**config.mk**
```make
export PLATFORM = sky130hd
export DESIGN_NAME = sensor_sample_sequencer
export DESIGN_NICKNAME = d
export VERILOG_FILES = /design/src/rtl/sensor_sample_sequencer.sv
export SDC_FILE = /design/constraint.sdc
export NUM_CORES = 1
export LEC_CHECK = 0
export CORE_MARGIN = 5
export CORE_UTILIZATION = 40
export DETAILED_ROUTE_END_ITERATION = 10
export MAX_ROUTING_LAYER = met4
export RECOVER_POWER = 100
export SETUP_SLACK_MARGIN = 0.5
export SYNTH_ARGS = -nofsm -noshare
export SYNTH_HDL_FRONTEND = slang
export SYNTH_SLANG_ARGS = --single-unit
```
**constraint.sdc**
```tcl
create_clock -name clk -period 2.1 [get_ports clk]
set_input_delay 0.525 -clock clk [delete_from_list [all_inputs] [get_ports clk]]
set_output_delay 0.525 -clock clk [all_outputs]
set_load 0.005 [all_outputs]
```
**src/rtl/sensor_sample_sequencer.sv**
```systemverilog
// sensor_sample_sequencer: steps the ADC through 4 channels per sample_tick and publishes one coherent frame
// SENSOR_AVG_EN: when defined, m_sense is the truncated mean of a 4-deep moisture history
module sensor_sample_sequencer #(
  parameter int SETTLE_CYCLES  = 4,
  parameter int TIMEOUT_CYCLES = 255
) (
  input  logic       clk,
  input  logic       reset,
  input  logic       sample_tick,
  input  logic [7:0] adc_data,
  input  logic       adc_done,
  input  logic       err_clr,
  output logic [1:0] adc_mux,
  output logic       adc_start,
  output logic [7:0] m_sense,
  output logic [7:0] l_sense,
  output logic [7:0] m_thresh_1,
  output logic [1:0] l_thresh,
  output logic       frame_valid,
  output logic       busy,
  output logic [3:0] adc_err,
  output logic       overrun
);
  typedef enum logic [2:0] {IDLE, SETTLE, START, WAIT, PUBLISH} state_t;
  localparam int CW = $clog2(TIMEOUT_CYCLES + SETTLE_CYCLES + 1);
  state_t state, state_n;
  logic [CW-1:0] cnt;
  logic [3:0][7:0] sh;
  logic done_ok, tout, adv;
  logic [7:0] cap;
`ifdef SENSOR_AVG_EN
  logic [3:0][7:0] hist;
  logic filled;
  logic [9:0] sum;
  assign sum = 10'(hist[0]) + 10'(hist[1]) + 10'(hist[2]) + 10'(hist[3]);
`endif
  always_comb begin
    done_ok = state == WAIT && adc_done;
    tout = state == WAIT && !adc_done && cnt == CW'(TIMEOUT_CYCLES - 1);
    adv = done_ok || tout;
    cap = done_ok ? adc_data : sh[adc_mux];
    adc_start = state == START;
    busy = state != IDLE;
    frame_valid = state == PUBLISH;
    state_n = state;
    unique case (state)
      IDLE:    state_n = sample_tick ? SETTLE : IDLE;
      SETTLE:  state_n = cnt == CW'(SETTLE_CYCLES - 1) ? START : SETTLE;
      START:   state_n = WAIT;
      WAIT:    state_n = !adv ? WAIT : adc_mux == 2'd3 ? PUBLISH : SETTLE;
      PUBLISH: state_n = IDLE;
      default: state_n = IDLE;
    endcase
  end
  always_ff @(posedge clk) begin
    if (reset) state <= IDLE;
    else state <= state_n;
  end
  always_ff @(posedge clk) begin
    if (reset) begin
      cnt <= '0;
      adc_mux <= '0;
      sh <= '0;
      m_sense <= 8'hFF;
      l_sense <= '0;
      m_thresh_1 <= '0;
      l_thresh <= '0;
      adc_err <= '0;
      overrun <= 1'b0;
`ifdef SENSOR_AVG_EN
      hist <= '0;
      filled <= 1'b0;
`endif
    end else begin
      cnt <= (state_n != state || state == IDLE) ? '0 : cnt + 1'b1;
      adc_err <= (err_clr ? 4'b0 : adc_err) | (tout ? 4'b1 << adc_mux : 4'b0);
      overrun <= (overrun & ~err_clr) | (sample_tick & busy);
      if (adv) begin
        sh[adc_mux] <= cap;
        adc_mux <= adc_mux + 1'b1;
      end
      // Channel 3 finishes on the publish edge, so its value bypasses the shadow
      if (adv && adc_mux == 2'd3) begin
`ifdef SENSOR_AVG_EN
        m_sense <= sum[9:2];
`else
        m_sense <= sh[0];
`endif
        l_sense <= sh[1];
        m_thresh_1 <= sh[2];
        l_thresh <= cap[7:6];
      end
`ifdef SENSOR_AVG_EN
      if (done_ok && adc_mux == 2'd0) begin
        hist <= filled ? {hist[2:0], adc_data} : {4{adc_data}};
        filled <= 1'b1;
      end
`endif
    end
  end
endmodule

```
== After elaboration in Yosys (flattened, before gate mapping) ==
Cells that the tools add are included.
Operators by class
  add/subtract/negate cells: 2
  magnitude comparators: 2
  equal/unequal tests: 8
  shifts and indexed selects: 1
  mux-type cells: 13
  bitwise logic cells: 5
  reductions and logical operators: 11
Operator list (count)
  bitwise mux 32 bit: 1
  two-way mux 8 bit: 3
  binary-select mux 8 bit (select 2 bit): 1
  demux 8 bit (select 2 bit): 1
  case mux 3 bit (4 select lines): 1
  adder 9 x 1 -> 9 bit, second input constant: 1
  == test 9 x 2 -> 1 bit, second input constant: 1
  == test 9 x 8 -> 1 bit, second input constant: 1
  two-way mux 4 bit: 2
  == test 3 x 2 -> 1 bit, second input constant: 2
  two-way mux 3 bit: 2
  logical AND 1 bit: 5
  bitwise OR 4 bit: 1
  left shift 1 x 2 -> 4 bit, first input constant: 1
  == test 3 x 1 -> 1 bit, second input constant: 1
  == test 3 bit, second input constant: 1
  logical NOT 3 bit: 1
  < comparator 2 x 3 -> 1 bit, second input constant: 1
  inequality test 3 bit: 1
  nonzero test 3 bit: 1
  adder 2 x 1 -> 2 bit, second input constant: 1
  AND 1 bit: 2
  == test 2 bit, second input constant: 1
  >= comparator 2 x 1 -> 1 bit, second input constant: 1
  7 further kinds: 8
Word-level totals
  bits in registers: 77
  input port bits: 13
  output and inout bits: 36
  word-level logic and storage cells: 55

== Longest topological paths before layout ==
Gate-level depths: netlist of the first run.
  word-level depth: 9
  depth in mapped cells: 8
  mapped depth without buffers: 6

== Worst setup path after synthesis of the first run ==
OpenSTA, ideal clock, no wires.
  kind: reg2reg
  from: register adc_mux[0]
  to: register sh[0] (netlist bit)
  setup time: 0.086 ns
  arrival time: 1.657 ns
  setup slack: 0.358 ns
  stages on the path, launching flop included: 9
  buffers on the path: 3
  period minus slack after synthesis: 1.742 ns
  path through: dfxtp_1 > buf_2 > inv_1 > ha_1 > and2_4 > buf_6 > and2_4 > buf_6 > a211oi_1
Between the ends
  longest elaborated chain between the ends: 5
Ends and longest elaborated chain
  start, declared: line 13  | output logic [1:0] adc_mux,
  start signal, assigned: line 80  | adc_mux <= adc_mux + 1'b1;
  < comparator 2 x 3 -> 1 bit (not written as such) / >= comparator 2 x 1 -> 1 bit (equally long branches): line 79  | sh[adc_mux] <= cap;
  logical AND 1 bit (not written as such): line 79
  two-way mux 8 bit (not written as such): line 79
  demux 8 bit (select 2 bit): line 79
  bitwise mux 32 bit (*): line 79
  end signal, assigned by index: line 79
  end, declared: line 28  | logic [3:0][7:0] sh;
Mark *: on every way between the ends. The rest lies on a longest branch, timed or not. The select of a mux whose other input is x is not followed.
A chain may end at the register's enable or synchronous reset.

== Worst setup path in the final report of the first run ==
  from: register cnt[0]
  to: register sh[20] (netlist bit)
Between the ends
  longest elaborated chain between the ends: 3
Ends and longest elaborated chain
  start, declared: line 27  | logic [CW-1:0] cnt;
  start signal, assigned: line 75  | cnt <= (state_n != state || state == IDLE) ? '0 : cnt + 1'b1;
  == test 9 x 8 -> 1 bit: line 39  | tout = state == WAIT && !adc_done && cnt == CW'(TIMEOUT_CYCLES - 1);
  logical AND 1 bit: line 39
  logical OR 1 bit: line 40  | adv = done_ok || tout;
Every way passes these cells.

==> results of run 1 <==
## power by group
part | internal [W] | switching (W)
combinational | 0.000116 | 0.000105
sequential | 0.00143 | 0.00000743
clock | 0.000543 | 0.000555
total | 0.00209 | 0.000667
## worst max-delay path: stages (launching register included)
cell	delay (ns)
dfxtp_1	0.34
inv_1	0.07
ha_1	0.15
nand4b_1	0.23
o21bai_4	0.27
buf_12	0.14
buf_16	0.14
buf_12	0.12
a21oi_1	0.07
a211oi_1	0.21
## state kept, by name, summed over array words and instances, names as in the netlist
name / flops
adc_err: 4
adc_mux: 2
cnt: 9
l_sense: 8
l_thresh: 1
m_sense: 8
m_thresh_1: 8
overrun: 1
sh: 31
state: 3
## cell type report
type                       instances  area (um2)
fill                             729        3280
tap                              105         131
clock inverter                     6        67.6
inverter                           5        21.3
timing repair buffer             105        1070
clock buffer                       9         124
sequential                        75        1510
multi-input combinational        237        1970
## metrics by stage
step            util  power [W]  std cells  instance area [um2]  setup WS, ns
2_1_floorplan      -    0.00153        346                 3370         0.504
3_3_place_gp   0.487    0.00158        489                 3980        0.0811
3_5_place_dp   0.487    0.00158        489                 3980        0.0330
4_1_cts        0.579    0.00274        524                 4740         0.323
5_1_grt        0.599    0.00284        542                 4900         0.160
6_report       0.599    0.00275        542                 4900         0.262
## cell families (layout without fill, tap and decap cells)
logic type      after synthesis  in the layout  synth area share
compound gates              122            124             0.230
xor+xnor                      7              7            0.0183
mux                          16             16            0.0776
buf+inv                      37            125            0.0668
fa+ha+maj                     6              6            0.0224
flops                        75             75             0.448
simple gates                 83             84             0.137
## per-layer routing
metal  part of all wire  routed length [um]  track usage
met3              0.038                 409       0.0496
met5                  0                   0            -
met4              0.024                 257       0.0767
met2               0.53                5620        0.359
met1               0.41                4350        0.244
## layout by cell type, fill, tap and decap left out, types with 7 or more instances in the layout
cell	netlist	final
mux4_2	8	8
a211oi_2	0	8
nand3_1	21	15
buf_4	3	27
and3_1	9	9
a21oi_1	55	44
buf_6	8	17
buf_12	0	7
clkdlybuf4s50_1	0	10
and2_4	5	7
a211oi_1	32	24
dlygate4sd2_1	0	33
o21ai_0	20	17
nor2_1	13	12
dfxtp_1	75	69
clkbuf_8	0	9
a211o_1	8	8
a21oi_2	0	10
## final timing paths
check	startpoint	endpoint	slack [ns]	cells past startpoint
max	cnt[0]	sh[20]	0.26	9
min	m_sense[4]	m_sense[4]	0.46	1
max reg2reg	cnt[0]	sh[20]	0.26	9
min reg2reg	m_sense[4]	m_sense[4]	0.46	1
## repair_timing
item | in CTS | in global routing
setup buffers | 16 | 15
resized for setup | 155 | 40
gates cloned | 4 | 3
setup endpoints to repair | 108 | 77
pin swaps | 31 | 38
==> results by group, run 1 <==
Yosys
  – Distinct cells, synth: 39
  – Mapped Avg Cell Area: 9.69 um2
  – Count leader, synth: dfxtp_1
  – EDFF count, synth: 0
  – Synth area leader: dfxtp_1
  – Seq/Total Area, Yosys: 0.448
  – Yosys Warn Count: 0
  – Synth top cells by count: dfxtp_1 (75), a21oi_1 (55), a211oi_1 (32), nand3_1 (21), o21ai_0 (20)
  – Mapped Cells: 346
  – Synth top area share: 0.448
  – Async set-reset flop share out of synthesis: 0
  – Post-synth net total: 365
  – Main flop type after synthesis: dfxtp_1
  – Synth Register Bits: 75
  – Synth top area cells: dfxtp_1 (45%), a21oi_1 (8.2%), a211oi_1 (7.2%)
  – Cell Area, Synth: 0.00335 mm2

Placement
  – Hpwl dp: 6.29 mm
  – Final Wtd Congestion: 0.816
  – Port buffer count: 48

Drt
  – Vias per Instance: 5.78
  – Per-cell routed wire length: 19.6 um
  – Violation count after the first detailed-route iteration: 190
  – Drt drc: 0
  – Routed vias: 3132
  – WL final: 10.6 mm
  – Antenna-violating nets left: 0
  – Pre-Repair DR Iteration Count: 4

Floorplan
  – Die Span Y: 102 um
  – FP Rows: 33
  – Die W: 102 um
  – DIE AREA: 0.0103 mm2
  – IO Pins: 49
  – Core Box Area: 0.00818 mm2
  – Starting Density: 0.410

CTS
  – CTS tree: built
  – TritonCTS buffer count: 9
  – Hold Buf Count CTS: 0
  – Clk sinks: 75
  – Worst-path clk slew: 0.08 ns
  – CTS HTree Levels: 3
  – Bufs on Longest Clock Path: 2
  – Root buf cell: clkbuf_8
  – Worst skew pair latency: 0.36 ns

Timing
  – Hold slack: 0.461 ns
  – Final Hold Fails: 0
  – RSZ-0062 raised after global routing: true
  – Final Cycle Share: 0.875
  – Setup violations, final: 0
  – Final Max Slew Viols: 0
  – Min Tclk post-route: 1.84 ns
  – Setup Skew: 0.00945 ns
  – Worst rel slew slack: 0.0368
  – TNS Setup: 0 ns
  – Worst slew pin tran: 1.44 ns
  – Achievable frequency: 544 MHz

Setup path
  – Setup Crit Path Kind: reg2reg
  – CP endpoint kind: flop
  – Startpoint Class: flop
  – CP max FO: 6
  – Worst path required time: 2.35 ns
  – Worst EP arrival: 2.09 ns

Finish
  – Proportion of layout cells with a drive suffix above 1: 0.352
  – # diodes: 0
  – Layout net count: 452
  – Area grow syn2layout: 46.1%

Pwr
  – VDD IR-drop max: 0.000373 V
  – Pwr/cell area: 562 mW/mm2
  – Leakage: 1.80 nW

Hold path
  – Worst Hold Class: reg2reg

Global routing
  – Congestion Overflow GR: 0
  – Vias in the first global route: 3190
  – Largest net degree at the start of global routing: 66
  – First-pass GRT wire length: 16.5 mm
  – Overall Global Routing Usage: 0.212
  – Initial antenna violation count: 0

Run status
  – Status: completed

Flow run
  – Max-capacitance violation count: 0
No activity file was read; power rests on OpenSTA's default activity.
==> run 2, diff against run 1 <==
--- a/config.mk
+++ b/config.mk
@@ -9,7 +9,6 @@
 export CORE_UTILIZATION = 40
 export DETAILED_ROUTE_END_ITERATION = 10
 export MAX_ROUTING_LAYER = met4
-export RECOVER_POWER = 100
 export SETUP_SLACK_MARGIN = 0.5
 export SYNTH_ARGS = -nofsm -noshare
 export SYNTH_HDL_FRONTEND = slang
==> constraint.sdc (replaced) <==
create_clock -name clk -period 2 [get_ports clk]
set_input_delay 0.5 -clock clk [delete_from_list [all_inputs] [get_ports clk]]
set_output_delay 0.5 -clock clk [all_outputs]
set_load 0.005 [all_outputs]
==> run 2 against run 1 <==
Effect of this change:
- via count decreased by 2.7%
- global-route usage decreased by 0.72 points
- register-to-register slack improved by 0.03 ns
- sequential cell count unchanged
- combinational power increased by 12%
- clock-buffer cell count increased by 1
- first-iteration DRC count decreased by 5.8%
- critical path type unchanged
==> results by group, run 2 (synthesis gave the netlist of run 1 again) <==
Placement
  – Inst Count DP: 481
  – Final Wtd Congestion: 0.830
  – Hpwl dp: 5.94 mm
  – Port buffer count: 48

Timing
  – Worst slew pin tran: 0.375 ns
  – Hold slack: 0.449 ns
  – Setup violations, final: 0
  – Achievable frequency: 584 MHz
  – TNS Setup: 0 ns
  – Setup Skew: 0.0129 ns
  – RSZ-0062 raised after global routing: true
  – Worst rel slew slack: 0.750
  – Final Hold Fails: 0
  – Final Cycle Share: 0.856
  – Min Tclk post-route: 1.71 ns
  – Final Max Slew Viols: 0

Drt
  – Vias per Instance: 5.75
  – Drt drc: 0
  – Per-cell routed wire length: 19.4 um
  – Met3 Routed Length: 382 um
  – Pre-Repair DR Iteration Count: 5
  – WL final: 10.3 mm
  – Met2 routed WL: 5.30 mm
  – Routed vias: 3048
  – M1 WL: 4.44 mm
  – Antenna-violating nets left: 0
  – Violation count after the first detailed-route iteration: 179
  – Top Metal Used: met4

Floorplan
  – IO Pins: 49
  – FP Rows: 33
  – Die W: 102 um
  – Starting Density: 0.410
  – Die Span Y: 102 um
  – DIE AREA: 0.0103 mm2
  – Core Box Area: 0.00818 mm2

Finish
  – Regs by FF count: sh (31), cnt (9)
  – Commonest non-fill, non-tap cell in the layout: dfxtp_1
  – Most frequent cells in the layout: dfxtp_1 (58), a21oi_1 (39), dlygate4sd2_1 (34)
  – Post-layout util: 0.629
  – Multi-input logic area: 0.00223 mm2
  – FILL cells: 662
  – Area grow syn2layout: 53.4%
  – Storage cell area: 0.00154 mm2
  – Biggest register: sh
  – Cell Count, Final, Fillers Out: 530
  – # diodes: 0
  – Layout net count: 439
  – Proportion of layout cells with a drive suffix above 1: 0.461
  – Largest register FFs: 31

Run status
  – Status: completed

CTS
  – Worst skew pair latency: 0.35 ns
  – Worst-path clk slew: 0.09 ns
  – CTS HTree Levels: 3
  – Root buf cell: clkbuf_8
  – Clk sinks: 75
  – CTS tree: built
  – Hold Buf Count CTS: 0
  – TritonCTS buffer count: 9
  – Bufs on Longest Clock Path: 2

Setup path
  – Critical R2R Capture: sh[4]
  – R2R setup slack: 0.29 ns
  – Path depth of the worst reg2reg path: 8
  – Worst EP arrival: 1.93 ns
  – FF-to-FF Start: cnt[0]
  – Slowest library cell on the worst path: dfxtp_4
  – Buf/Inv on CP: 3
  – Largest stage delay, worst path: 0.35 ns
  – Setup Crit Path Kind: reg2reg
  – Worst path required time: 2.22 ns
  – CP max FO: 9
  – CP top delay family: buffers and inverters
  – CP endpoint kind: flop
  – Startpoint Class: flop
  – CP cell instances: inv_2, ha_4, nand4b_1, buf_6, o21bai_4, buf_12, and2_4, a211oi_2

Global routing
  – Congestion Overflow GR: 0
  – Initial antenna violation count: 0
  – Vias in the first global route: 3040
  – First-pass GRT wire length: 16.0 mm
  – Overall Global Routing Usage: 0.205
  – Largest net degree at the start of global routing: 61

Flow run
  – Max-capacitance violation count: 0

Hold path
  – Hold EP: overrun
  – Worst Hold Class: in2reg
  – Worst hold stages: 2
  – Hold Startpoint: reset

Pwr
  – VDD IR-drop max: 0.000363 V
  – Leakage: 1.74 nW
  – Pwr/cell area: 553 mW/mm2
  – Tot Pwr: 0.00285 W
run 2: how the worst max path moves through the flow:
stage | start | to | slack (ns) | cells past startpoint
floorplan | cnt[0] | cnt[1] | 0.41 | 6
global placement | adc_done | sh[23] | 0.03 | 4
detailed placement | adc_done | sh[15] | 0.003 | 6
CTS | state[2] | busy | 0.26 | 2
global route | cnt[0] | sh[4] | 0.21 | 9
finish | cnt[0] | sh[4] | 0.29 | 8
run 2: metrics by stage:
step                      worst slack [ns]  area [um2]
after CTS                            0.264        4870
after global placement              0.0339        4100
after floorplan                      0.409        3550
after detailed placement           0.00347        4100
final                                0.289        5140
after global routing                 0.215        5140
run 2: per-layer routing:
| metal | up-vias | global-route usage |
|---|---|---|
| met5 | - | - |
| met4 | 0 | 0.0542 |
| met3 | 12 | 0.0427 |
| met2 | 80 | 0.349 |
| met1 | 1531 | 0.246 |
| li1 | 1425 | - |
run 2: final cells by class:
type / instances / area share
multi-input combinational: 235 / 0.434
sequential: 75 / 0.299
timing repair buffer: 94 / 0.202
clock buffer: 10 / 0.0268
tap: 105 / 0.0255
clock inverter: 6 / 0.00900
inverter: 5 / 0.00365
run 2: timing repair:
| item | in CTS | in global routing |
|---|---|---|
| setup endpoints to repair | 105 | 78 |
| resized for setup | 124 | 42 |
| gates cloned | 6 | 2 |
| pin swaps | 37 | 24 |
| buffers inserted | 22 | 3 |
run 2: where the power goes:
part	switching, W	internal, W
Sequential	0.00000544	0.00149
Clock	0.000605	0.000496
Combinational	0.000123	0.000125
==> edit, RTL diff (flow settings as in run 1) <==
The option `SENSOR_AVG_EN` is turned on by a define.
--- a/src/rtl/sensor_sample_sequencer.sv
+++ b/src/rtl/sensor_sample_sequencer.sv
@@ -1,5 +1,7 @@
 // sensor_sample_sequencer: steps the ADC through 4 channels per sample_tick and publishes one coherent frame
 // SENSOR_AVG_EN: when defined, m_sense is the truncated mean of a 4-deep moisture history
+`define SENSOR_AVG_EN
+
 module sensor_sample_sequencer #(
   parameter int SETTLE_CYCLES  = 4,
   parameter int TIMEOUT_CYCLES = 255
Function: same outputs for any inputs over 10 cycles, from zero or initial values and one cycle with reset high; that may be too few to reach the edited logic, so the function may still have changed.
==> edit against run 1 <==
The flow now finishes with violations (setup timing); total power grew 50%; routed wire length rose by 56%; synthesized area up 55%; non-clock buffer count is 54 higher; final area up 74%; sequential cell count up 33; worst setup slack worse by 0.94 ns; combinational power shrank 9.5%; clock power up 72%; critical endpoint is now m_sense[5]; highest routed layer unchanged.
==> edit: results (changes against run 1) <==
critical_path:
  crit_fanout: 3  # -3
  worst_path_largest_cell_delay_ns: 0.50  # +0.16 ns
  rr_endpoint: "m_sense[5]"
  cp.arrival_ns: 3.04  # +0.95 ns
  r2r_slack_ns: -0.67  # -0.94 ns
  slowest_stage: "fa_1"
  r2r-start: "hist[11]"
synth:
  synth.top_cells.by_area: "dfxtp_1 41%, fa_1 6.1%, a211oi_1 6.1%, nor2_1 5.3%, mux2i_1 4.6%"
  ys_types: 46  # +18%
  synth-adder-area-share_pct: 9.27  # +7.0 points
  synth_common_cells: "108 x dfxtp_1, 73 x nor2_1, 59 x nand2_1"
  syn_inst: 560  # +62%
  synth-compound-area-share_pct: 12.8  # -10 points
  muxShareOfSynthArea_pct: 9.80  # +2.0 points
  synth_top_cell_area_share_pct: 41.5  # -3.3 points
layout:
  multi_input_comb_cells: 386  # +63%
  buffer_area_share_pct: 21.0  # -0.92 points
  nNetsFinal: 741  # +64%
  fillerInstances: 934  # +28%
  drive_gt1_share_pct: 49.6  # +14 points
  clock_buffers: 10  # +1
  multi_input_area_share_pct: 45.1  # +4.9 points
  inverters_excl_clock: 35  # +30
timing:
  worst_slack_ns: -0.674  # -0.936 ns
  tightestPinTransition_ns: 0.558  # -0.887 ns
  finalSetupViolations: 8  # +8
  fin_skew_ns: 0.00713  # -0.00231 ns
  hold-worst-slack_ns: 0.466  # +0.00440 ns
placed_design:
  dpl-instance-area_um2: 6300  # +58%
  gp_congestion: 0.821  # +0.56%
  pre_cts_slack_ns: -0.723  # -0.756 ns
  placed_cells: 800  # +64%
clocking:
  root_buffer: "clkbuf_16"
  post-cts-setup-buffer-count: 31  # +15
power:
  ir_drop_v: 0.000510  # +37%
  p_per_area_nw_per_um2: 487  # -13%
route:
  wl_met3_um: 512  # +25%
  wl_met2_um: 8640  # +54%
  vias: 4734  # +51%
  routed_via_density: 5.40  # -6.5%
  drt_iter0_drc: 223  # +17%
  wl_met1_um: 6900  # +59%
  routed_wl_um: 16600  # +56%
global_routing:
  grt_use_total_pct: 21.3  # +0.090 points
  first_global_vias: 4859  # +52%
  use_met2_pct: 35.3  # -0.61 points
  grt_max_degree: 57  # -14%
outcome:
  violations: "setup timing"
  outcome: "finished, violations left"
hold_path:
  worstHoldEndpoint: "m_sense[3]"
==> edit: cell count changes after synthesis, sizes merged, moves of 13 or more <==
cell          run 1  this run
mux2i             8        24
o21ai            21         3
nor3             10        23
a21oi            55        36
inv               5        35
fa                0        16
nor2             14        73
nand2             6        60
dfxtp            75       108
==> edit: power by group <==
part / internal [mW] / total [mW] / switching (mW)
clock network: 1.08 / 1.89 / 0.816
registers: 2.04 / 2.05 / 0.00333
logic: 0.0755 / 0.200 / 0.124
total: 3.20 / 4.14 / 0.943
==> edit: worst max path at each step <==
stage / slack (ns) / to / cells past startpoint / start
after floorplan: -0.55 / m_sense[5] / 11 / hist[17]
after global placement: -0.65 / m_sense[5] / 11 / hist[17]
after detailed placement: -0.72 / m_sense[5] / 11 / hist[9]
after CTS: -0.67 / m_sense[5] / 11 / hist[17]
after global routing: -0.82 / m_sense[5] / 10 / hist[11]
final: -0.67 / m_sense[5] / 10 / hist[11]
